==> config.mk <==
export PLATFORM = sky130hd
export DESIGN_NAME = dmp_ctrl_flat
export DESIGN_NICKNAME = d
export VERILOG_FILES = /design/src/rtl/dmp_ctrl_pkg.sv /design/src/rtl/dmp_ctrl_if.sv /design/src/rtl/dmp_cfg_regs.sv /design/src/rtl/dmp_ctrl.sv /design/src/flat_wrapper.sv
export SDC_FILE = /design/constraint.sdc
export NUM_CORES = 1
export LEC_CHECK = 0
export CAP_MARGIN = 20
export CORE_AREA = 2 2 56 45
export DETAILED_ROUTE_END_ITERATION = 10
export DIE_AREA = 0 0 58 47
export PLACE_DENSITY = 0.78
export SLEW_MARGIN = 0
export SYNTH_ARGS = -nofsm -noshare
export SYNTH_HDL_FRONTEND = slang
export SYNTH_SLANG_ARGS = --single-unit
==> constraint.sdc <==
create_clock -name clk_i -period 3.2 [get_ports clk_i]
set_input_delay 0.64 -clock clk_i [delete_from_list [all_inputs] [get_ports clk_i]]
set_output_delay 0.64 -clock clk_i [all_outputs]
set_load 0.03 [all_outputs]
==> src/rtl/dmp_ctrl_pkg.sv <==
// Shared types and constants for the domain-control stage.
package dmp_ctrl_pkg;

  // Domain encoding (matches the pmp domain field)
  typedef enum logic [1:0] {
    DOM0 = 2'd0,
    DOM1 = 2'd1,
    DOM2 = 2'd2,
    DOMI = 2'd3
  } dmp_domain_t;

  // dmpcfg CSR layout: lock, reserved, domain
  typedef struct packed {
    logic        l;
    logic [4:0]  rsvd;
    dmp_domain_t dom;
  } dmpcfg_t;

  typedef enum logic [1:0] {
    S_IDLE   = 2'd0,
    S_DRAIN  = 2'd1,
    S_COMMIT = 2'd2,
    S_ABORT  = 2'd3
  } dmp_state_e;

  localparam logic [7:0] DMPCFG_RST = 8'h03;

  // Reserved bits are write-ignored and read back as zero
  function automatic logic [7:0] dmpcfg_mask(input logic [7:0] w);
    dmpcfg_t cfg;
    cfg.l    = w[7];
    cfg.rsvd = '0;
    cfg.dom  = dmp_domain_t'(w[1:0]);
    return cfg;
  endfunction

endpackage

==> src/rtl/dmp_ctrl_if.sv <==
// Domain-switch handshake between commit (master) and dmp_ctrl (slave).
interface dmp_ctrl_if;
  import dmp_ctrl_pkg::*;

  logic        switch_valid;
  dmp_domain_t switch_dom;
  logic        switch_ready;
  logic        switch_done;
  logic        switch_err;
  logic        flush;

  modport master (
    output switch_valid, switch_dom,
    input  switch_ready, switch_done, switch_err, flush
  );

  modport slave (
    input  switch_valid, switch_dom,
    output switch_ready, switch_done, switch_err, flush
  );
endinterface

==> src/rtl/dmp_cfg_regs.sv <==
// Lockable dmpcfg CSR array with write masking and read mux.
module dmp_cfg_regs
  import dmp_ctrl_pkg::*;
#(
  parameter int unsigned NR_ENTRIES = 1,
  parameter int unsigned IDX_W      = 1
) (
  input  logic                    clk_i,
  input  logic                    rst_i,
  input  logic                    we_i,
  input  logic [IDX_W-1:0]        idx_i,
  input  logic [7:0]              wdata_i,
  output logic [7:0]              rdata_o,
  output logic [NR_ENTRIES*8-1:0] cfg_o
);

  logic [7:0] cfg_q [NR_ENTRIES];

  // Write an unlocked entry; locked entries only clear on reset
  always_ff @(posedge clk_i or posedge rst_i) begin
    if (rst_i) begin
      for (int i = 0; i < int'(NR_ENTRIES); i++) cfg_q[i] <= DMPCFG_RST;
    end else begin
      for (int i = 0; i < int'(NR_ENTRIES); i++) begin
        if (we_i && (idx_i == IDX_W'(i)) && !cfg_q[i][7]) cfg_q[i] <= dmpcfg_mask(wdata_i);
      end
    end
  end

  // Read mux; an index with no matching entry reads zero
  always_comb begin
    rdata_o = '0;
    for (int i = 0; i < int'(NR_ENTRIES); i++) begin
      if (idx_i == IDX_W'(i)) rdata_o = cfg_q[i];
    end
  end

  for (genvar g = 0; g < int'(NR_ENTRIES); g++) begin : g_cfg_out
    assign cfg_o[g*8 +: 8] = cfg_q[g];
  end

endmodule

==> src/rtl/dmp_ctrl.sv <==
// Domain control: current-domain register, dmpcfg CSRs and jitdomain switch FSM.
module dmp_ctrl
  import dmp_ctrl_pkg::*;
#(
  parameter int unsigned NR_ENTRIES    = 1,
  parameter int unsigned DRAIN_TIMEOUT = 64,
  parameter int unsigned IDX_W         = (NR_ENTRIES > 1) ? $clog2(NR_ENTRIES) : 1
) (
  input  logic                    clk_i,
  input  logic                    rst_i,
  input  logic                    csr_we_i,
  input  logic [IDX_W-1:0]        csr_idx_i,
  input  logic [7:0]              csr_wdata_i,
  output logic [7:0]              csr_rdata_o,
  input  logic                    lsu_empty_i,
  dmp_ctrl_if.slave               sw,
  output dmp_domain_t             curdom_o,
  output logic [NR_ENTRIES*8-1:0] dmpconf_o
);

  localparam int unsigned CNT_W = $clog2(DRAIN_TIMEOUT + 1);

  dmp_state_e       state_q;
  dmp_domain_t      curdom_q;
  dmp_domain_t      tgt_q;
  logic [CNT_W-1:0] cnt_q;
  logic [CNT_W-1:0] cnt_d;
  logic             same_dom_c;

  dmp_cfg_regs #(
    .NR_ENTRIES (NR_ENTRIES),
    .IDX_W      (IDX_W)
  ) u_cfg (
    .clk_i   (clk_i),
    .rst_i   (rst_i),
    .we_i    (csr_we_i),
    .idx_i   (csr_idx_i),
    .wdata_i (csr_wdata_i),
    .rdata_o (csr_rdata_o),
    .cfg_o   (dmpconf_o)
  );

  // Saturating drain-cycle counter increment
  assign cnt_d = (cnt_q == CNT_W'(DRAIN_TIMEOUT)) ? cnt_q : cnt_q + CNT_W'(1);

  // Switch FSM: accept in IDLE, wait for LSU drain, then commit or abort
  always_ff @(posedge clk_i or posedge rst_i) begin
    if (rst_i) begin
      state_q  <= S_IDLE;
      curdom_q <= DOMI;
      tgt_q    <= DOMI;
      cnt_q    <= '0;
    end else begin
      case (state_q)
        S_IDLE: begin
          if (sw.switch_valid && (sw.switch_dom != curdom_q)) begin
            tgt_q   <= sw.switch_dom;
            cnt_q   <= '0;
            state_q <= S_DRAIN;
          end
        end
        S_DRAIN: begin
          if (lsu_empty_i) begin
            curdom_q <= tgt_q;
            state_q  <= S_COMMIT;
          end else begin
            cnt_q <= cnt_d;
            if (cnt_q >= CNT_W'(DRAIN_TIMEOUT - 1)) state_q <= S_ABORT;
          end
        end
        S_COMMIT: state_q <= S_IDLE;
        S_ABORT:  state_q <= S_IDLE;
        default:  state_q <= S_IDLE;
      endcase
    end
  end

  // A switch to the already-current domain completes immediately, without flush
  assign same_dom_c = !rst_i && (state_q == S_IDLE) && sw.switch_valid &&
                      (sw.switch_dom == curdom_q);

  assign sw.switch_ready = (state_q == S_IDLE);
  assign sw.switch_done  = (state_q == S_COMMIT) || same_dom_c;
  assign sw.switch_err   = (state_q == S_ABORT);
  assign sw.flush        = (state_q == S_COMMIT);
  assign curdom_o        = curdom_q;

endmodule
==> src/flat_wrapper.sv <==
// flat-port wrapper written by rule: the top's interface ports become plain ports
module dmp_ctrl_flat import dmp_ctrl_pkg::*;
#(
  parameter int unsigned NR_ENTRIES    = 1,
  parameter int unsigned DRAIN_TIMEOUT = 64,
  parameter int unsigned IDX_W         = (NR_ENTRIES > 1) ? $clog2(NR_ENTRIES) : 1
)
  (clk_i, rst_i, csr_we_i, csr_idx_i, csr_wdata_i, csr_rdata_o, lsu_empty_i, curdom_o, dmpconf_o, sw_switch_valid, sw_switch_dom, sw_switch_ready, sw_switch_done, sw_switch_err, sw_flush);
  dmp_ctrl_if sw_i ();
  input  logic clk_i;
  input  logic rst_i;
  input  logic csr_we_i;
  input  logic [IDX_W-1:0] csr_idx_i;
  input  logic [7:0] csr_wdata_i;
  output logic [7:0] csr_rdata_o;
  input  logic lsu_empty_i;
  output dmp_domain_t curdom_o;
  output logic [NR_ENTRIES*8-1:0] dmpconf_o;
  input wire logic [$bits(sw_i.switch_valid)-1:0] sw_switch_valid;
  input wire logic [$bits(sw_i.switch_dom)-1:0] sw_switch_dom;
  output wire logic [$bits(sw_i.switch_ready)-1:0] sw_switch_ready;
  output wire logic [$bits(sw_i.switch_done)-1:0] sw_switch_done;
  output wire logic [$bits(sw_i.switch_err)-1:0] sw_switch_err;
  output wire logic [$bits(sw_i.flush)-1:0] sw_flush;
  assign sw_i.switch_valid = sw_switch_valid;
  assign sw_i.switch_dom = sw_switch_dom;
  assign sw_switch_ready = sw_i.switch_ready;
  assign sw_switch_done = sw_i.switch_done;
  assign sw_switch_err = sw_i.switch_err;
  assign sw_flush = sw_i.flush;
  dmp_ctrl #(.NR_ENTRIES(NR_ENTRIES), .DRAIN_TIMEOUT(DRAIN_TIMEOUT), .IDX_W(IDX_W)) u_core (.clk_i(clk_i), .rst_i(rst_i), .csr_we_i(csr_we_i), .csr_idx_i(csr_idx_i), .csr_wdata_i(csr_wdata_i), .csr_rdata_o(csr_rdata_o), .lsu_empty_i(lsu_empty_i), .sw(sw_i), .curdom_o(curdom_o), .dmpconf_o(dmpconf_o));
endmodule
==> results.py <==
metrics = {
    "synthesis": {
        "synth.avg_cell_area_um2": 9.70,
        "synth_xor_area_frac": 0.0186,
        "seq_area_frac_synth": 0.434,
        "synth_edf_count": 0,
        "synthTopCellsByArea": "dfrtp_1, dfstp_2, buf_4",
        "yosys-mux-area-fraction": 0.0824,
        "ys_top_cells_by_count": "buf_4, dfrtp_1, nand3_1, nand2_1",
        "synthSimpleGateAreaFrac": 0.218,
        "synth_top_family_by_area": "simple AND/OR/NAND/NOR gates",
        "synth_area_um2": 941,
        "postSynthCellCount": 97,
        "synth_top_flop_cell": "dfrtp_1",
        "async_flop_share": 1.00,
        "synth-compound-area-share": 0.117,
        "synth-warning-count": 0,
        "ys_seq_elements": 16,
        "yosys.area.top_type": "dfrtp_1",
        "synth_top_area_share": 0.266,
        "synth_fa_ha_area_frac": 0.0266,
        "ys_types": 32,
    },
    "sta": {
        "rsz0062_at_grt": "no",
        "tns_ps": 0,
        "finalCritPeriodShare": 0.909,
        "tightest_slew_ps": 508,
        "setup_viol": 0,
        "hold_ws_ps": 525,
        "fmax_mhz": 344,
        "skew_ps": 6.23,
        "hold_viol_final": 0,
        "slew_headroom": 0.660,
        "period_needed_ps": 2910,
        "final-max-slew-violation-count": 0,
    },
    "route": {
        "wl_per_cell_um": 12.7,
        "via_count": 758,
        "wirelength_mm": 1.87,
        "final_antenna_net_count": 0,
        "viasPerCell": 5.12,
        "drc_errors": 0,
        "dr.pass1.iters": 5,
        "drt_iter0_markers": 23,
    },
    "pwr": {
        "ir_drop_mv": 0.502,
        "leakagePower_nw": 0.515,
        "pwr_density_cell_nw_per_um2": 823,
    },
    "critical_path": {
        "r2r_start": "u_core.curdom_o[1]$_DFFE_PP1P_",
        "crit_start": "sw_switch_dom[1]",
        "worstSetupEndpointType": "primary output",
        "reg2regPathDepth": 4,
        "slowest_delay_ps": 670,
        "start_kind": "primary input",
        "worstPathArrival_ps": 2270,
        "r2r_setup_slack_ps": 1520,
        "crit_type": "in2out",
        "crit_fanout": 2,
        "critPathRequiredTime_ps": 2560,
        "cp_slowest_cell": "clkdlybuf4s50_1",
        "crit_chain": "clkdlybuf4s50_1 > xor2_1 > nor2_1 > a31oi_1 > nor2_1 > clkdlybuf4s50_1",
        "r2r_end": "u_core.cnt_q[5]$_DFFE_PP0P_",
    },
    "cts": {
        "clockBufferDepth": 2,
        "cts_tree": "done",
        "cts_made_buffers": 3,
        "cts.sinks": 16,
        "cts_setup_buffers": 0,
        "cts_resized": 0,
        "cts_max_level": 1,
        "cts-hold-fix-buffers": 0,
        "root_buffer": "clkbuf_4",
        "path_clk_slew_ps": 100,
        "clock_latency_ps": 310,
    },
    "die": {
        "die_x_um": 58,
        "die_h_um": 47,
        "dieArea_um2": 2730,
        "row_count": 15,
        "boundaryPins": 38,
        "start_util": 0.432,
        "core_um2": 2180,
    },
    "grt": {
        "grt_max_degree": 17,
        "grt_first_pass_wirelength_mm": 2.99,
        "antenna_found_initial": 0,
        "grt_use_total": 0.154,
        "grt_pass1_vias": 645,
        "grt_overflow": 0,
    },
    "hold_path": {
        "min_path_type": "reg2reg",
        "holdPathStages": 1,
        "holdCritStartpoint": "u_core.u_cfg.cfg_o[7]$_DFFE_PP0P_",
        "whs_endpoint": "u_core.u_cfg.cfg_o[7]$_DFFE_PP0P_",
    },
    "cells_and_area": {
        "final_layout_size_suffix_gt1_frac": 0.179,
        "syn_to_final_growth_pct": 27.0,
        "final_util": 0.549,
        "fin_nets": 142,
        "diodes": 0,
    },
    "placement": {
        "port_buffers": 22,
        "routabilityCongestion": 0.845,
        "hpwlAfterDp_mm": 1.46,
    },
    "run": {
        "cap_violations": 0,
    },
    "run_status": {
        "status": "finished clean",
    },
}
==> metrics by stage <==
step	area, um^2	total power, mW	instances	setup slack (ps)
after floorplan	975	0.700	106	994
after global placement	1160	0.832	144	301
after detailed placement	1160	0.848	144	288
after CTS	1190	0.990	148	286
after global routing	1190	1.06	148	178
final	1190	0.983	148	291
==> layout make-up <==
cell class | count | area, um^2
inverter | 5 | 18.8
tap | 25 | 31.3
timing repair buffer | 23 | 228
multi-input combinational | 75 | 473
sequential | 16 | 408
fill | 208 | 982
clock buffer | 4 | 36.3
==> report_power, final <==
part           internal, mW  switching [mW]
Combinational         0.205           0.257
Sequential            0.302          0.0791
Clock                0.0696          0.0704
Total                 0.576           0.407
==> registers in the layout, summed over array words and instances (netlist names) <==
signal and flops:
u_core.curdom_o 2, u_core.state_q 2, u_core.tgt_q 2, u_core.u_cfg.cfg_o 3
u_core.cnt_q 7
==> worst max-delay path, delay by kind of cell <==
kind / cells / cell delay, ps
xor+xnor: 1 / 190
compound gates: 1 / 100
buf+inv: 2 / 1100
simple gates: 2 / 240
==> how the worst max path moves through the flow <==
stage	endpoint	slack [ps]
after floorplan	sw_switch_done	990
after global placement	sw_switch_done	300
after detailed placement	sw_switch_done	290
after CTS	sw_switch_done	290
after global routing	sw_switch_done	180
final	sw_switch_done	290
==> cell families after synthesis <==
family / Yosys count
compound gates: 17
xor+xnor: 2
fa+ha+maj: 2
buf+inv: 15
flops: 16
mux: 7
other cells: 1
simple gates: 37
==> placed cells by master (no fill, tap or decap), types with 2 or more instances in the layout <==
| master | n |
|---|---|
| nor2b_1 | 6 |
| ha_1 | 2 |
| dfrtp_1 | 10 |
| inv_1 | 5 |
| clkbuf_4 | 3 |
| clkdlybuf4s50_1 | 22 |
| a31oi_1 | 2 |
| xor2_1 | 2 |
| nand3_1 | 9 |
| o21ai_0 | 3 |
| nand2_1 | 7 |
| conb_1 | 10 |
| mux2_2 | 6 |
| nor2_1 | 6 |
| a21oi_1 | 5 |
| dfstp_2 | 6 |
==> routing by layer <==
layer	share of wire	track usage	wire length, um
met5	0	0	0
met4	0.021	0.0930	39
met3	0.060	0.0523	112
met2	0.45	0.223	851
met1	0.46	0.203	871
(Power assumes the default switching activity.)
